[src/rtl/pipeline_hazard_controller.sv]
`default_nettype none
// ============================================================================
// Module   : pipeline_hazard_controller
// Brief    : Decode-side hazard scheduler for the 16-bit 5-stage pipeline:
//            destination scoreboard, stall/flush generation, EX bypass selects.
// Revision : 1.0 - initial release
// ============================================================================
module pipeline_hazard_controller #(
    parameter bit FORWARDING       = 1'b1,
    parameter bit RF_WRITE_THROUGH = 1'b1
) (
    input  logic        clk,
    input  logic        rst,
    input  logic        id_valid,
    input  logic [15:0] id_instruction,
    input  logic        id_branch_en,
    output logic        stall,
    output logic        flush,
    output logic [1:0]  ex_fwd_sel_a,
    output logic [1:0]  ex_fwd_sel_b,
    output logic [15:0] stall_count
);

    localparam logic [3:0]  c_OP_LD     = 4'b1010;
    localparam logic [3:0]  c_OP_ST     = 4'b1011;
    localparam logic [3:0]  c_OP_BZ     = 4'b1100;
    localparam logic [1:0]  c_SEL_RF    = 2'b00;
    localparam logic [1:0]  c_SEL_EXMEM = 2'b01;
    localparam logic [1:0]  c_SEL_MEMWB = 2'b10;
    localparam logic [15:0] c_CNT_MAX   = 16'hFFFF;

    typedef struct packed {
        logic       valid;
        logic [2:0] addr;
        logic       is_load;
    } sb_entry_t;

    sb_entry_t r_ex, r_mem, r_wb;
    logic      r_flush_q;

    logic [3:0] w_op;
    logic [2:0] w_rd, w_rs1, w_rs2, w_src_b;
    logic       w_has_dest, w_use_a, w_use_b;
    logic       w_eff_valid;
    logic       w_a_ex, w_a_mem, w_a_wb, w_b_ex, w_b_mem, w_b_wb;
    logic       w_enter;
    logic [1:0] w_sel_a, w_sel_b;
    logic       w_unused_bits;

    assign w_op  = id_instruction[15:12];
    assign w_rd  = id_instruction[11:9];
    assign w_rs1 = id_instruction[8:6];
    assign w_rs2 = id_instruction[5:3];

    always_comb begin
        w_has_dest = 1'b0;
        w_use_a    = 1'b0;
        w_use_b    = 1'b0;
        w_src_b    = w_rs2;
        if (w_op >= 4'd1 && w_op <= 4'd8) begin
            w_has_dest = 1'b1;
            w_use_a    = 1'b1;
            w_use_b    = 1'b1;
        end else if (w_op == c_OP_LD) begin
            w_has_dest = 1'b1;
            w_use_a    = 1'b1;
        end else if (w_op == c_OP_ST) begin
            // Store data register travels on operand B
            w_use_a    = 1'b1;
            w_use_b    = 1'b1;
            w_src_b    = w_rd;
        end else if (w_op == c_OP_BZ) begin
            w_use_a    = 1'b1;
        end
    end

    // The instruction in ID right after a taken branch is already squashed
    assign w_eff_valid = id_valid & ~r_flush_q;

    function automatic logic hit(input sb_entry_t e, input logic [2:0] src);
        return e.valid && (e.addr == src);
    endfunction

    assign w_a_ex  = w_eff_valid & w_use_a & hit(r_ex,  w_rs1);
    assign w_a_mem = w_eff_valid & w_use_a & hit(r_mem, w_rs1);
    assign w_a_wb  = w_eff_valid & w_use_a & hit(r_wb,  w_rs1);
    assign w_b_ex  = w_eff_valid & w_use_b & hit(r_ex,  w_src_b);
    assign w_b_mem = w_eff_valid & w_use_b & hit(r_mem, w_src_b);
    assign w_b_wb  = w_eff_valid & w_use_b & hit(r_wb,  w_src_b);

    always_comb begin
        stall = 1'b0;
        if (FORWARDING)
            stall = (w_a_ex | w_b_ex) & r_ex.is_load;
        else
            stall = w_a_ex | w_b_ex | w_a_mem | w_b_mem;
        if (!RF_WRITE_THROUGH)
            stall = stall | w_a_wb | w_b_wb;
    end

    assign flush   = w_eff_valid & id_branch_en & ~stall;
    assign w_enter = w_eff_valid & ~stall;

    function automatic logic [1:0] fwd_sel(input logic ex_hit, input logic mem_hit);
        if (!FORWARDING)
            return c_SEL_RF;
        if (ex_hit && !r_ex.is_load)
            return c_SEL_EXMEM;
        if (mem_hit)
            return c_SEL_MEMWB;
        return c_SEL_RF;
    endfunction

    assign w_sel_a = w_enter ? fwd_sel(w_a_ex, w_a_mem) : c_SEL_RF;
    assign w_sel_b = w_enter ? fwd_sel(w_b_ex, w_b_mem) : c_SEL_RF;

    always_ff @(posedge clk) begin
        if (rst) begin
            r_ex         <= '0;
            r_mem        <= '0;
            r_wb         <= '0;
            r_flush_q    <= 1'b0;
            ex_fwd_sel_a <= c_SEL_RF;
            ex_fwd_sel_b <= c_SEL_RF;
            stall_count  <= '0;
        end else begin
            r_wb  <= r_mem;
            r_mem <= r_ex;
            if (w_enter && w_has_dest)
                r_ex <= '{valid: 1'b1, addr: w_rd, is_load: (w_op == c_OP_LD)};
            else
                r_ex <= '0;
            ex_fwd_sel_a <= w_sel_a;
            ex_fwd_sel_b <= w_sel_b;
            if (stall && stall_count != c_CNT_MAX)
                stall_count <= stall_count + 16'd1;
            r_flush_q <= flush;
        end
    end

    assign w_unused_bits = &{1'b0, id_instruction[2:0], r_mem.is_load, r_wb.is_load};

endmodule
`default_nettype wire
[config.mk]
export PLATFORM = sky130hd
export DESIGN_NAME = pipeline_hazard_controller
export DESIGN_NICKNAME = d
export VERILOG_FILES = /design/src/rtl/pipeline_hazard_controller.sv
export SDC_FILE = /design/constraint.sdc
export NUM_CORES = 1
export LEC_CHECK = 0
export CAP_MARGIN = 10
export CORE_MARGIN = 5
export CORE_UTILIZATION = 30
export DETAILED_ROUTE_END_ITERATION = 6
export PLACE_DENSITY = 0.51
export SETUP_SLACK_MARGIN = 0.2
export SLEW_MARGIN = 30
export SYNTH_ARGS = -nofsm -noshare
export SYNTH_HDL_FRONTEND = slang
export SYNTH_SLANG_ARGS = --single-unit
export TNS_END_PERCENT = 5
[constraint.sdc]
create_clock -name clk -period 2.85 [get_ports clk]
set_input_delay 0.57 -clock clk [delete_from_list [all_inputs] [get_ports clk]]
set_output_delay 0.57 -clock clk [all_outputs]
set_load 0.03 [all_outputs]
## Word-level counts from Yosys, hierarchy flattened

Index checks and enable logic that the tools add are counted.

| word-level totals | value |
|---|---|
| register bits | 30 |
| bits of input ports | 20 |
| output and inout bits | 22 |
| word-level logic and storage cells | 75 |

| cells by class | value |
|---|---|
| add/subtract/negate cells | 1 |
| magnitude comparators | 2 |
| equality and inequality tests | 8 |
| muxes and demuxes | 27 |
| bitwise gates (word level) | 16 |
| reductions and logical operators | 12 |

Operator list:

| operator | number |
|---|---|
| $add 16x1->16 const B | 1 |
| $mux 2 | 8 |
| $ne 16x16->1 const B | 1 |
| $mux 1 | 15 |
| $eq 3x3->1 | 4 |
| $eq 4x4->1 const B | 3 |
| $and 1x1->1 | 11 |
| $logic_and 1x1->1 | 9 |
| $mux 3 | 3 |
| $mux 5 | 1 |
| $ge 4x1->1 const B | 1 |
| $le 4x4->1 const B | 1 |
| $not 1->1 | 4 |
| $reduce_or 2->1 | 2 |
| $logic_not 1->1 | 1 |
| $or 1x1->1 | 1 |

## Longest topological paths before layout

Gate-level depths: netlist (run 1).

| depth | value |
|---|---|
| depth after elaboration | 14 |
| gate-level depth with buffers | 8 |
| mapped depth without buffers | 6 |

## Least setup slack after synthesis (run 1)

OpenSTA, ideal clock, no wires.

| path | value |
|---|---|
| kind | input to output |
| start point | in id_instruction[13] |
| end point | out flush |
| arrival | 2.380 ns |
| setup slack | -0.100 ns |
| stages on the path | 7 |
| buffers on the path | 2 |
| cells stage by stage | or4_4 o211ai_2 or4_4 a2bb2oi_2 buf_2 buf_1 and3_1 |

| between the ends | value |
|---|---|
| longest elaborated chain between the ends | 11 |
| elaborated cells between the ends (all ways) | 26 |

RTL lines:

| what | line | RTL |
|---|---|---|
| from (decl) | 15 | `input logic [15:0] id_instruction,` |
| $eq 4x4->1 (on tied branches) | 67, 72 |  |
| $mux 3 / $mux 1 (equally long branches) | 67, 72 |  |
| $mux 3 / $mux 1 (equally long branches) | 64, 67 |  |
| $mux 3 / $mux 1 (equally long branches) | 60, 64 |  |
| $eq 3x3->1 / $mux 1 (equally long branches) | 81, 60 |  |
| $logic_and 1x1->1 / $and 1x1->1 (equally long branches) | - |  |
| $and 1x1->1 (on tied branches) | 87, 84 |  |
| $or 1x1->1 * | - |  |
| $and 1x1->1 * | 94 | `stall = (w_a_ex \| w_b_ex) & r_ex.is_load;` |
| $not 1->1 * | 101 | `assign flush = w_eff_valid & id_branch_en & ~stall;` |
| $and 1x1->1 * | 101 |  |
| to (decl) | 18 | `output logic flush,` |

Every way passes the cells marked *; elsewhere a longest branch is shown, timed or not.

## Worst setup path after layout (run 1)

| path | value |
|---|---|
| start point | in id_instruction[7] |
| end point | out flush |

| between the ends | value |
|---|---|
| longest elaborated chain between the ends | 7 |

RTL lines:

| what | line | RTL |
|---|---|---|
| $eq 3x3->1 | 81 | `return e.valid && (e.addr == src);` |
| $logic_and 1x1->1 | 81 |  |
| $and 1x1->1 | 84 | `assign w_a_ex = w_eff_valid & w_use_a & hit(r_ex, w_rs1);` |
| $or 1x1->1 | - |  |
| $and 1x1->1 | 94 |  |
| $not 1->1 | 101 |  |
| $and 1x1->1 | 101 |  |

Every way passes these cells.

==> run summary, run 1 <==
Run status - finished, final reports clean
Inserted Clock Buffers - 5
Top cell type by total area after synthesis - dfxtp_1
Area growth syn-to-layout - 48.4%
Worst setup path start - id_instruction[7]
Port bufs - 38
Register clock-pin slew on the reported worst setup and hold paths - 0.06 ns
Detailed-route vias per instance - 4.87
Layout Nets - 270
Critical setup path kind - input pin to output port
Max IR drop VDD - 0.295 mV
Number of buffers on the longest clock path - 2
Setup-failing EPs final - 0
DIE HEIGHT - 84 um
Critical Path Fanout Max - 3
Maximum number of pins on one net before global-route repair - 30
Slowest-stage cell, CP - or4_4
Post-synthesis net count - 207
Highest cell delay on the worst timing path - 0.50 ns
Layout cells sized above 1 - 23.6%
Routed Wire Length - 4.05 mm
Final Power - 0.929 mW
Clock Tree Root - clkbuf_8
Die outline width - 84 um
Sw power - 0.209 mW
Dominant cells by area after synthesis - dfxtp_1 (37%), xor2_1 (4.8%), or4_1 (4.1%)
Combinational family with the most area after synthesis - simple AND/OR/NAND/NOR gates
Floorplan row count - 27
Worst-Margin Slew - 0.377 ns
Clock latency at the later pin of the worst-skew pair - 0.27 ns
Most common flop cell mapped by yosys - dfxtp_1
Maximum Capacitance Violations - 0
Wire length of the first global-routing pass - 6.79 mm
Total Neg Setup Slack - 0 ns
Post-route clock period utilization - 91.7%
Max_slew headroom - 74.7%
Final cell count without fillers - 322
Flip-flop and latch count after synthesis - 30
Share of synthesized flip-flops with an asynchronous set or reset - 0%
Ordered cell list for the critical path - dlygate4sd2_1 > xnor2_1 > nand2_1 > or4_4 > a2bb2oi_4 > and3_4 > buf_6
Pwr dens - 381 nW/um^2
Synth Warn # - 0
Post-synthesis area per instance - 8.83 sq um
Internal power of the cells - 0.719 mW
Share of cell area taken by muxes after synthesis - 6.55%
Fraction of the mapped netlist area in simple logic gates - 32.8%
Clock tree from TritonCTS - built
Post-synthesis cell area - 1640 sq um
Clock network fraction of design power - 43.1%
Core footprint - 5410 sq um
Area fraction in compound gates after synthesis - 13.2%
Maximum clock skew at final layout - 0.00665 ns
Hpwl dp - 3.01 mm
RSZ-0062 raised after global routing - yes
Number of global-route vias before repair - 1473
Capturing element type of the critical path - output port
Worst Setup Start Kind - input pin
Logic gate share of total power - 10.8%
Share of Yosys cell area claimed by the top area cell type - 36.6%
Max Fclk - 0.383 GHz
I/O pin count - 42
Number of antenna violations at the first check in global routing - 0
Full die area - 7060 sq um
Worst Reg-to-Reg Cells - 9
Path category of the worst min-delay check - flip-flop to flip-flop
Initial Util - 30.4%
Final worst hold slack - 0.481 ns
Vias - 1568
Seq/Total Area, Yosys - 36.6%
Clock tree sinks - 30
Count of unresolved DRC violations after routing - 0
Share of the synthesized netlist area taken by xor and xnor gates - 6.40%
Final RePlAce weighted congestion - 0.714
Level count of the clock H-tree - 2
Combined global-route utilization of all metal layers - 11.6%
Total leakage power - 0.953 nW
Launch instance of the worst register-to-register path - r_ex[2]
Reg power frac - 46.1%
Ranking of synthesized cells by instance count - dfxtp_1 (30), nor2_1 (15), nand2_1 (14)
Data required time of the worst path - 2.28 ns
Arrival time of data at the critical path endpoint - 2.04 ns
Initial DRC Count - 71
Number of flops mapped to enable cells by yosys - 0
Launch point of the worst hold path - r_mem[4]
Antenna diode count - 0
Routed WL per cell - 12.6 um
Remaining global-route overflow - 0
Top-count cell post-synth - dfxtp_1
Post-synthesis adder-cell area fraction - 0.762%
Remaining antenna violation count - 0
Final hold vios - 0
DP Cell Count - 309
Distinct cell type count of the synthesized netlist - 42
First drt pass iteration count - 4
Fin crit period - 2.61 ns
Gate count after technology mapping - 186
Number of max-slew violations in the final report - 0
Count of cells along the worst hold path - 1
Switching power share of the total - 22.5%
-- critical path, delay by kind of cell --
kind | cells | cell delay, ns
XOR/XNOR | 1 | 0.16
buffers and inverters | 2 | 0.39
AND/OR/NAND/NOR | 3 | 0.75
AO/OA/AOI/OAI | 1 | 0.17
-- placed cells by master, fill, tap and decap left out, drive strengths merged, types with 5 or more instances in the layout --
cell           instances
xor2                   9
o31ai                  8
nor2                  15
nand2                 14
dlygate4sd2            8
nor4                   6
dfxtp                 30
clkdlybuf4s50         24
inv                    6
a21oi                  9
clkbuf                 8
buf                   31
mux2                   6
or4                   11
nor2b                  9
and2                   5
nand3                  9
-- metal layers --
metal  global-route usage [%]  part of all wire (%)  vias to the layer above
met5                        0                     0                        -
met4                     3.07                   1.2                        0
met3                     2.76                   3.5                        4
met2                     18.9                    45                       25
met1                     15.2                    50                      726
li1                         -                     -                      813
-- per-stage QoR --
stage	worst slack [ns]	area (sq um)	utilization (%)
2_1_floorplan	0.235	1680	-
3_3_place_gp	-0.413	2260	41.8
3_5_place_dp	-0.435	2260	41.8
4_1_cts	0.203	2430	44.9
5_1_grt	0.183	2440	45.1
6_report	0.238	2440	45.1
-- cell families after synthesis --
kind of cell    Yosys count
compound gates           28
mux                      10
fa+ha+maj                 1
flops                    30
simple gates             91
xor+xnor                 12
buf+inv                  14
-- flip-flops by register name, summed over array words and instances (netlist names) --
register / flops
ex_fwd_sel_a: 2
ex_fwd_sel_b: 2
r_ex: 5
r_flush_q: 1
r_mem: 4
stall_count: 16
-- power groups by stage --
stage               Sequential, mW  Clock, mW  Combinational [mW]
finish                       0.428      0.400               0.101
CTS                          0.428      0.412               0.101
global route                 0.428      0.434               0.110
floorplan                    0.436          0              0.0447
global placement             0.437          0              0.0994
detailed placement           0.437          0              0.0990
-- final timing paths --
| check | slack [ns] | endpoint |
|---|---|---|
| setup / recovery | 0.24 | flush |
| setup reg to reg | 0.39 | stall_count[6] |
| hold / removal | 0.48 | ex_fwd_sel_b[1] |
| hold reg to reg | 0.48 | ex_fwd_sel_b[1] |
-- area by class of cell --
type                       count  area (sq um)
tap                           72          90.1
fill                         556          2970
multi-input combinational    142          1060
inverter                       6          22.5
timing repair buffer          64           558
clock buffer                   8           110
sequential                    30           601
-- timing repair --
item | in CTS | in global routing
endpoints found under the hold margin | 0 | 0
endpoints found under the setup margin | 21 | 6
setup buffers | 5 | 0
resized for setup | 32 | 3
pin swaps | 11 | 4
hold buffers | 0 | 0
Note: power is estimated with default switching activity, not from simulation.
==> inputs of run 2 (changes only) <==
DONT_BUFFER_PORTS = 1   (was default)
PLACE_DENSITY = 0.41   (was 0.51)
==> run 2 against run 1 <==
Effect of this change:
- sequential share of layout area rose by 8.1 points
- hold slack worse by 0.12 ns
- sequential power about the same
- setup slack better by 0.11 ns
- sequential cell count unchanged
- critical path depth decreased by 2
- via count down 13%
- clock power fell by 19%
- fmax up 4.6%
- clock-buffer cell count fell by 1
- clock skew down 0.0025 ns
- global-route usage increased by 0.075 points
==> run summary, run 2 (synthesis gave the netlist of run 1 again) <==
Count of unresolved DRC violations after routing - 0 (unchanged)
Grt peak-use layer - met2 (unchanged)
Kind of cell adding the most delay to the critical path - simple AND/OR/NAND/NOR gates (unchanged)
Full die area - 7060 sq um (unchanged)
Worst setup path endpoint - flush (unchanged)
Run status - finished, final reports clean (unchanged)
Max_slew headroom - 66.2% (was 74.7%)
Clock tree from TritonCTS - built (unchanged)
Total leakage power - 0.671 nW (was 0.953 nW)
Slowest-stage cell, CP - or4_4 (unchanged)
Clock latency at the later pin of the worst-skew pair - 0.28 ns (was 0.27 ns)
Number of max-slew violations in the final report - 0 (unchanged)
Inserted Clock Buffers - 5 (unchanged)
Flip-flop count of the largest register, all copies and words added - 16 (unchanged)
Detailed-route vias per instance - 5.26 (was 4.87)
Number of buffers inserted for hold repair after clock tree synthesis - 0 (unchanged)
Level count of the clock H-tree - 2 (unchanged)
Final worst hold slack - 0.361 ns (was 0.481 ns)
Max Fclk - 0.400 GHz (was 0.383 GHz)
Buffers plus inverters on the worst setup path - 0 (was 2)
Setup Fix Bufs, Post-CTS - 0 (was 5)
Remaining global-route overflow - 0 (unchanged)
Antenna diode count - 0 (unchanged)
Number of gates resized after CTS - 0 (was 32)
Clock tree sinks - 30 (unchanged)
Highest cell delay on the worst timing path - 0.54 ns (was 0.50 ns)
Layout Nets - 209 (was 270)
Final hold vios - 0 (unchanged)
Maximum Capacitance Violations - 0 (unchanged)
Area growth syn-to-layout - 11.7% (was 48.4%)
Initial Util - 30.4% (unchanged)
Total Neg Setup Slack - 0 ns (unchanged)
Regs by FF count - stall_count x16, r_ex x5, r_mem x4 (unchanged)
Pwr dens - 434 nW/um^2 (was 381 nW/um^2)
Arrival time of data at the critical path endpoint - 1.93 ns (was 2.04 ns)
Number of antenna violations at the first check in global routing - 0 (unchanged)
Worst-Margin Slew - 0.506 ns (was 0.377 ns)
Met2 demand-to-capacity share in global routing - 21.8% (was 18.9%)
DIE HEIGHT - 84 um (unchanged)
Data required time of the worst path - 2.28 ns (about the same)
Die outline width - 84 um (unchanged)
Critical Path Fanout Max - 6 (was 3)
Remaining antenna violation count - 0 (unchanged)
Worst Reg-to-Reg Cells - 7 (was 9)
Depth of the critical timing path with buffers and inverters included - 5 (was 7)
Cell seen most often among critical-path stages - or4_4
Maximum clock skew at final layout - 0.00418 ns (was 0.00665 ns)
Wire length of the first global-routing pass - 6.62 mm (was 6.79 mm)
Worst Setup Start Kind - input pin (unchanged)
M3 GR Usage - 4.94% (was 2.76%)
End of the worst register-to-register path - stall_count[7] (was stall_count[6])
Register clock-pin slew on the reported worst setup and hold paths - 0.06 ns (about the same)
Final RePlAce weighted congestion - 0.742 (was 0.714)
Floorplan row count - 27 (unchanged)
Leading cell type in the layout, fill and taps excluded - dfxtp_1 (unchanged)
Routed WL per cell - 14.7 um (was 12.6 um)
Ordered cell list for the critical path - or4_4 > o211ai_2 > or4_4 > a2bb2oi_4 > and3_4 (was dlygate4sd2_1 > xnor2_1 > nand2_1 > or4_4 > a2bb2oi_4 > and3_4 > buf_6)
Top reg by flops - stall_count (unchanged)
Routed Wire Length - 3.83 mm (was 4.05 mm)
Max IR drop VDD - 0.179 mV (was 0.295 mV)
RSZ-0062 raised after global routing - no (was yes)
Clock Tree Root - clkbuf_8 (unchanged)
First drt pass iteration count - 4 (unchanged)
I/O pin count - 42 (unchanged)
Port bufs - 0 (was 38)
Core footprint - 5410 sq um (unchanged)
Hpwl dp - 2.95 mm (was 3.01 mm)
Path category of the worst min-delay check - input pin to flip-flop (was flip-flop to flip-flop)
Number of global-route vias before repair - 1363 (was 1473)
Highest-count cells in the layout ignoring fill and taps - dfxtp_1 (30), nor2_1 (15), nand2_1 (14) (was dfxtp_1 (30), buf_4 (25), clkdlybuf4s50_1 (24), nor2_1 (15), nand2_1 (14))
Vias - 1368 (was 1568)
Register-to-Register Setup Slack - 0.46 ns (was 0.39 ns)
Initial DRC Count - 48 (was 71)
Final Power - 0.796 mW (was 0.929 mW)
Launch instance of the worst register-to-register path - r_ex[2] (unchanged)
Critical setup path kind - input pin to output port (unchanged)
Combined global-route utilization of all metal layers - 11.6% (about the same)
Layout cells sized above 1 - 10.1% (was 23.6%)
Number of buffers on the longest clock path - 2 (unchanged)
Post-route clock period utilization - 87.6% (was 91.7%)
Fin crit period - 2.50 ns (was 2.61 ns)
Maximum number of pins on one net before global-route repair - 31 (was 30)
Global Route met1 Usage - 11.4% (was 15.2%)
Setup-failing EPs final - 0 (unchanged)
Capturing element type of the critical path - output port (unchanged)
Worst setup path start - id_instruction[13] (was id_instruction[7])
## run 2: changes by cell type in the layout (fill, tap and decap cells not counted), moves of 2 or more
cell             before  now
a21oi_1               7    9
clkbuf_8              8    5
buf_6                 3    0
buf_4                25    2
buf_2                 3    0
nand3_1               7    9
clkbuf_1              0    2
clkdlybuf4s50_1      24    0
dlygate4sd2_1         8    0
nand3_2               2    0
a21oi_2               2    0
## run 2: final cells by class
type	instances	area, sq um
Clock buffer	7	76.3
Fill cell	593	3570
Inverter	6	22.5
Multi-Input combinational cell	142	1010
Sequential cell	30	601
Tap cell	72	90.1
Timing Repair Buffer	3	35.0
## run 2: report_power, final
part           total [mW]  internal, mW  switching [mW]
registers           0.428         0.424         0.00405
clock network       0.322         0.168           0.154
logic              0.0469        0.0226          0.0242
## run 2: stage by stage
step | instances | setup WS (ns) | utilization [%] | cell area [sq um]
after floorplan | 186 | 0.235 | - | 1680
after global placement | 253 | 0.257 | 32.5 | 1760
after detailed placement | 253 | 0.201 | 32.5 | 1760
after CTS | 260 | 0.336 | 34.0 | 1840
after global routing | 260 | 0.262 | 34.0 | 1840
final | 260 | 0.352 | 34.0 | 1840
## run 2: worst min-delay path by stage
stage / cells past startpoint / start / slack [ns] / end
finish: 1 / rst / 0.36 / stall_count[4]
global placement: 1 / r_mem[4] / 0.47 / ex_fwd_sel_a[1]
floorplan: 1 / r_mem[4] / 0.44 / ex_fwd_sel_a[1]
detailed placement: 1 / r_mem[4] / 0.45 / ex_fwd_sel_a[1]
global route: 1 / rst / 0.34 / r_mem[1]
CTS: 1 / rst / 0.35 / stall_count[13]
## run 2: layer usage
layer  wire length (um)  vias to the layer above
li1                   -                      682
met1               1460                      650
met2               2090                       30
met3                226                        6
met4                 47                        0
met5                  0                        -
